**config.mk**
```make
export PLATFORM = sky130hd
export DESIGN_NAME = snn_wb_master
export DESIGN_NICKNAME = d
export VERILOG_FILES = /design/src/rtl/snn_wb_master.sv
export SDC_FILE = /design/constraint.sdc
export NUM_CORES = 1
export LEC_CHECK = 0
export ABC_AREA = 1
export CELL_PAD_IN_SITES_DETAIL_PLACEMENT = 1
export CELL_PAD_IN_SITES_GLOBAL_PLACEMENT = 1
export CORE_MARGIN = 4
export CORE_UTILIZATION = 39
export CTS_CLUSTER_DIAMETER = 60
export CTS_CLUSTER_SIZE = 8
export DETAILED_ROUTE_END_ITERATION = 10
export PLACE_DENSITY = 0.88
export SLEW_MARGIN = 20
export SYNTH_ARGS = -nofsm -noshare
export SYNTH_HDL_FRONTEND = slang
export SYNTH_SLANG_ARGS = --single-unit
```
**constraint.sdc**
```tcl
create_clock -name wb_clk_i -period 3.4 [get_ports wb_clk_i]
set_input_delay 0.85 -clock wb_clk_i [delete_from_list [all_inputs] [get_ports wb_clk_i]]
set_output_delay 0.85 -clock wb_clk_i [all_outputs]
set_load 0.01 [all_outputs]
```
**src/rtl/snn_wb_master.sv**
```systemverilog
// Wishbone classic initiator running one SNN inference step: write 8 spike words, trigger calc, read 8 result words.
// Optional SNN_WBM_TIMEOUT_EN adds a per-transfer ack timeout that aborts the step with err_o.
module snn_wb_master (
    input  logic         wb_clk_i,
    input  logic         wb_rst_i,
    input  logic         start_i,
    input  logic         core_sel_i,
    input  logic [255:0] spike_vec_i,
    output logic         busy_o,
    output logic         done_o,
    output logic         err_o,
    output logic [255:0] spike_out_o,
    output logic         wbm_cyc_o,
    output logic         wbm_stb_o,
    output logic         wbm_we_o,
    output logic [3:0]   wbm_sel_o,
    output logic [31:0]  wbm_adr_o,
    output logic [31:0]  wbm_dat_o,
    input  logic         wbm_ack_i,
    input  logic [31:0]  wbm_dat_i
);
    localparam logic [31:0] IMEM_BASE_0 = 32'h8000_0000;
    localparam logic [31:0] IMEM_BASE_1 = 32'h8001_0000;
    localparam logic [31:0] OMEM_BASE_0 = 32'h8004_0000;
    localparam logic [31:0] OMEM_BASE_1 = 32'h8005_0000;
    localparam logic [31:0] CALC_ADDR_0 = 32'h8003_0000;
    localparam logic [31:0] CALC_ADDR_1 = 32'h8003_0004;

    typedef enum logic [2:0] {
        S_IDLE, S_WR_SPK, S_WR_CALC, S_RD_OUT, S_GAP, S_DONE
    } state_t;

    state_t         r_state, w_state_nxt, r_pend;
    logic [2:0]     r_k;
    logic           r_core;
    logic [255:0]   r_spk;
    logic [255:0]   r_shadow;
    logic [255:0]   r_spike_out;
    logic           w_xfer;
    logic           w_timeout;
    logic           w_err;
    logic [31:0]    w_offs;

    assign w_xfer = (r_state == S_WR_SPK) || (r_state == S_WR_CALC) || (r_state == S_RD_OUT);
    assign w_offs = {27'd0, r_k, 2'b00};

`ifdef SNN_WBM_TIMEOUT_EN
    localparam logic [7:0] ACK_TIMEOUT = 8'd255;
    logic [7:0] r_to_cnt;
    logic       r_err;

    // Down-counter reloads whenever no transfer is pending; reaching zero without ack aborts.
    always_ff @(posedge wb_clk_i or negedge wb_rst_i) begin
        if (!wb_rst_i) begin
            r_to_cnt <= ACK_TIMEOUT - 8'd1;
            r_err    <= 1'b0;
        end else begin
            if (!w_xfer || wbm_ack_i) r_to_cnt <= ACK_TIMEOUT - 8'd1;
            else                      r_to_cnt <= r_to_cnt - 8'd1;
            if (r_state == S_IDLE && start_i) r_err <= 1'b0;
            else if (w_timeout)               r_err <= 1'b1;
        end
    end
    assign w_timeout = w_xfer && !wbm_ack_i && (r_to_cnt == 8'd0);
    assign w_err     = r_err;
`else
    assign w_timeout = 1'b0;
    assign w_err     = 1'b0;
`endif

    always_ff @(posedge wb_clk_i or negedge wb_rst_i) begin
        if (!wb_rst_i) r_state <= S_IDLE;
        else           r_state <= w_state_nxt;
    end

    always_comb begin
        w_state_nxt = r_state;
        case (r_state)
            S_IDLE:    if (start_i) w_state_nxt = S_WR_SPK;
            S_WR_SPK, S_WR_CALC: begin
                if (wbm_ack_i)      w_state_nxt = S_GAP;
                else if (w_timeout) w_state_nxt = S_DONE;
            end
            S_RD_OUT: begin
                if (wbm_ack_i)      w_state_nxt = (r_k == 3'd7) ? S_DONE : S_GAP;
                else if (w_timeout) w_state_nxt = S_DONE;
            end
            S_GAP:     w_state_nxt = r_pend;
            S_DONE:    w_state_nxt = S_IDLE;
            default:   w_state_nxt = S_IDLE;
        endcase
    end

    // Outputs are decoded from registered state only, so they are glitch-free and clear on reset.
    always_comb begin
        wbm_cyc_o = 1'b0;
        wbm_stb_o = 1'b0;
        wbm_we_o  = 1'b0;
        wbm_sel_o = 4'h0;
        wbm_adr_o = 32'd0;
        wbm_dat_o = 32'd0;
        busy_o    = (r_state != S_IDLE);
        done_o    = (r_state == S_DONE);
        err_o     = (r_state == S_DONE) && w_err;
        case (r_state)
            S_WR_SPK: begin
                wbm_we_o  = 1'b1;
                wbm_adr_o = (r_core ? IMEM_BASE_1 : IMEM_BASE_0) + w_offs;
                wbm_dat_o = r_spk[{r_k, 5'd0} +: 32];
            end
            S_WR_CALC: begin
                wbm_we_o  = 1'b1;
                wbm_adr_o = r_core ? CALC_ADDR_1 : CALC_ADDR_0;
                wbm_dat_o = 32'h1;
            end
            S_RD_OUT:  wbm_adr_o = (r_core ? OMEM_BASE_1 : OMEM_BASE_0) + w_offs;
            default: ;
        endcase
        if (w_xfer) begin
            wbm_cyc_o = 1'b1;
            wbm_stb_o = 1'b1;
            wbm_sel_o = 4'hF;
        end
    end

    always_ff @(posedge wb_clk_i or negedge wb_rst_i) begin
        if (!wb_rst_i) begin
            r_pend      <= S_IDLE;
            r_k         <= 3'd0;
            r_core      <= 1'b0;
            r_spk       <= '0;
            r_shadow    <= '0;
            r_spike_out <= '0;
        end else begin
            case (r_state)
                S_IDLE: if (start_i) begin
                    r_spk  <= spike_vec_i;
                    r_core <= core_sel_i;
                    r_k    <= 3'd0;
                end
                S_WR_SPK: if (wbm_ack_i) begin
                    r_k    <= r_k + 3'd1;
                    r_pend <= (r_k == 3'd7) ? S_WR_CALC : S_WR_SPK;
                end
                S_WR_CALC: if (wbm_ack_i) begin
                    r_k    <= 3'd0;
                    r_pend <= S_RD_OUT;
                end
                S_RD_OUT: if (wbm_ack_i) begin
                    r_shadow[{r_k, 5'd0} +: 32] <= wbm_dat_i;
                    r_k    <= r_k + 3'd1;
                    r_pend <= S_RD_OUT;
                end
                S_DONE: if (!w_err) r_spike_out <= r_shadow;
                default: ;
            endcase
        end
    end

    assign spike_out_o = r_spike_out;
endmodule

```
==> run summary <==
CELLS AND AREA
------------------------------------------------------------------------------------------------------
Post-Layout Inst Area                                                                       0.0433 mm2
Proportion of layout cells with a drive suffix above 1                                          0.0540
P&R area growth vs syn                                                                           30.8%
Total area of multi-input combinational cells                                               0.0109 mm2
Core utilization of the finished layout                                                          0.516
Register area                                                                               0.0195 mm2
Post-layout nets                                                                                  4787
Number of filler cells placed in the layout                                                       9722

SETUP PATH
------------------------------------------------------------------------------------------------------
Critical Path Fanout Max                                                                            15
Crit-path most repeated cell                                                              sky130_fd_sc_hd__nand2_1
Critical path launch point type                                                              flip-flop
Ordered cell list for the critical path                                                   inv_4 -> nand2_1 -> nor2_4 -> buf_4 -> bufbuf_16 -> nand2_1 -> nor2_2 -> dlygate4sd2_1
Kind of cell adding the most delay to the critical path                                   buffers and inverters
Critical path data arrival time                                                                2450 ps
Library cell contributing the largest single delay on the critical path                   sky130_fd_sc_hd__dfrtp_2
Critical setup path kind                                                                       reg2out
Data required time of the worst path                                                           2550 ps
Worst stage delay on the critical path                                                          430 ps
Kind of end point of the critical path                                                     output port
Sum of buffers and inverters on the critical path                                                    4

SYNTHESIS
------------------------------------------------------------------------------------------------------
Yosys cell types                                                                                    28
Synth Register Bits                                                                                777
Post-synth top area share                                                                        0.588
Cell with the most instances after synthesis                                              sky130_fd_sc_hd__nand2_1
Average footprint of a synthesized cell                                                       8.36 um2
Synth Cell Area                                                                             0.0331 mm2
Top cells by area in the synthesized netlist                                              sky130_fd_sc_hd__dfrtp_1 (59%), sky130_fd_sc_hd__nand2_1 (16%), sky130_fd_sc_hd__o21ai_0 (8.2%)
Synth warnings                                                                                       0
Number of enable flip-flop cells after synthesis                                                     0
Async SR Flop Fraction                                                                            1.00
Main flop type after synthesis                                                            sky130_fd_sc_hd__dfrtp_1
Ranking of synthesized cells by instance count                                            sky130_fd_sc_hd__nand2_1 (1399), sky130_fd_sc_hd__dfrtp_1 (777), sky130_fd_sc_hd__o21ai_0 (539), sky130_fd_sc_hd__inv_1 (368), sky130_fd_sc_hd__nor2_1 (291)
Sequential share of the synthesized area                                                         0.588
Top cell type by total area after synthesis                                               sky130_fd_sc_hd__dfrtp_1
Post-synthesis cell count                                                                         3953

CTS
------------------------------------------------------------------------------------------------------
Number of hold buffers added after CTS                                                               0
Clock insertion delay at the later pin of the skew report                                       700 ps
TritonCTS Buffers                                                                                  109
Clock transition at the register clock pins on the worst setup and hold paths after CTS          50 ps
Total number of H-tree levels                                                                        3
Root Driver                                                                               sky130_fd_sc_hd__clkbuf_16
Max Buffers Root-to-Sink                                                                             3
TritonCTS Sinks                                                                                    777
CTS tree                                                                                           yes

STA
------------------------------------------------------------------------------------------------------
Total negative slack                                                                              0 ps
Maximum clock rate                                                                             303 MHz
Final-report hold violation count                                                                    0
Fin Clk Skew                                                                                   81.3 ps
Fin crit share                                                                                   0.972
Slew @ Worst Pin                                                                                915 ps
Count of final setup violators                                                                       0
Worst slew margin                                                                                0.390
Minimum clock period                                                                           3300 ps
Setup repair after global routing missed its margin                                                 no
Final number of max-transition violations                                                            0

DETAILED ROUTING
------------------------------------------------------------------------------------------------------
Post-detailed-route DRC marker count                                                                 0
Via density                                                                                       5.31
TritonRoute pass-1 iters                                                                             8
Aggregate routed wire length                                                                 134000 um
Number of vias after detailed routing                                                            29984
Number of violations reported at the end of detailed-routing iteration 0                          2294
Routed length per placed instance                                                              23.7 um
Remaining number of nets flagged by the antenna check after routing                                  0

GRT
------------------------------------------------------------------------------------------------------
Total GRT Usage                                                                                  0.292
Number of antenna violations at the first check in global routing                                   11
Total grt overflow                                                                                   0
Via count of the first global-routing pass                                                       32518
Maximum number of pins on one net before global-route repair                                       150
First-pass GRT wire length                                                                   201000 um

JOB
------------------------------------------------------------------------------------------------------
MaxCap Viol Count                                                                                    0

PWR
------------------------------------------------------------------------------------------------------
LEAKAGE                                                                                        21.0 nW
Pwr Density                                                                                 922 mW/mm2
Final Total Pwr                                                                                39.9 mW
Maximum VDD drop                                                                              0.477 mV

FLOORPLAN
------------------------------------------------------------------------------------------------------
Cell row count                                                                                     106
Area enclosed by the die boundary                                                           0.0895 mm2
Die Y-Extent                                                                                    299 um
Die X                                                                                           299 um
Initial Utilization                                                                              0.394
Area of the core                                                                            0.0838 mm2
IO Pins                                                                                            623

MIN PATH
------------------------------------------------------------------------------------------------------
Hold Crit Class                                                                               in2async

PLACEMENT
------------------------------------------------------------------------------------------------------
Final weighted congestion in routability-driven placement                                        0.892
Cell Area, Placed                                                                           0.0399 mm2
IO buf count                                                                                       596
Post-detail-place hpwl                                                                        89700 um

RUN STATUS
------------------------------------------------------------------------------------------------------
Status                                                                                    finished clean

-- power breakdown --
group | switching (mW) | internal (mW) | total [mW]
combinational | 9.47 | 5.85 | 15.3
clock | 4.15 | 5.78 | 9.93
sequential | 2.14 | 12.5 | 14.6
total | 15.8 | 24.1 | 39.9
-- per-stage QoR --
stage	std cells	hold slack [ps]	worst slack [ps]
2_1_floorplan	3978	437	705
3_3_place_gp	5498	449	365
3_5_place_dp	5498	456	328
4_1_cts	5632	125	-98.6
5_1_grt	5640	147	2.07
6_report	5642	132	96.3
-- final cells by class --
cell class,instances,area share
sequential,777,0.450
timing repair buffer,668,0.163
inverter,373,0.0328
tap,1134,0.0328
multi-input combinational,2558,0.252
antenna,7,0.000405
clock inverter,11,0.00570
clock buffer,114,0.0637
-- flip-flops by register name (all words and copies together) (netlist names) --
name	cells
r_core	1
r_k	3
spike_out_o	256
r_shadow	256
r_pend	2
r_state	3
r_spk	256
-- path summary, 6_finish.rpt --
| kind | from | endpoint | slack [ps] | depth (start not counted) |
|---|---|---|---|---|
| max | r_state[2] | wbm_dat_o[19] | 100 | 8 |
| min | wb_rst_i | spike_out_o[84] | 130 | 1 |
| max reg2reg | r_k[0] | r_shadow[255] | 430 | 9 |
| min reg2reg | r_shadow[1] | spike_out_o[1] | 430 | 2 |
| max in group asynchronous | wb_rst_i | r_spk[155] | 2190 | 3 |
| min in group wb_clk_i | r_shadow[1] | spike_out_o[1] | 430 | 2 |
-- kinds of logic (layout without fill, tap and decap cells) --
family	Yosys count	after routing	share of synthesized area
and+or+nand+nor	1884	1884	0.225
AOI/OAI and AO/OA	641	641	0.0974
other	1	33	0.000113
adders and majority gates	7	7	0.00265
DFF	777	777	0.588
buffers and inverters	643	1166	0.0864
-- layer usage --
metal,vias to the layer above,global-route usage,part of all wire
met2,1345,0.506,0.50
li1,13193,-,-
met5,-,0,0.00043
met4,10,0.167,0.066
met3,373,0.0608,0.075
met1,15063,0.338,0.36
-- what timing repair did --
| item | CTS | global route |
|---|---|---|
| setup endpoints to repair | 33 | 20 |
| pin swaps | 2 | 0 |
| buffers inserted | 4 | 2 |
| cloned | 5 | 1 |
| gates resized for setup | 62 | 12 |
-- placed cells by master, fill, tap and decap left out, drive strengths merged, types with 4 or more instances in the layout --
cell / instances
buf: 68
bufbuf: 4
clkbuf: 116
clkdlybuf4s15: 10
clkdlybuf4s50: 563
clkinv: 10
conb: 26
dfrtp: 777
diode: 7
dlygate4sd2: 19
ha: 7
inv: 371
nand2: 1401
nand3: 147
nor2: 303
nor3: 32
o21ai: 635
Note: power is estimated with default switching activity, not from simulation.
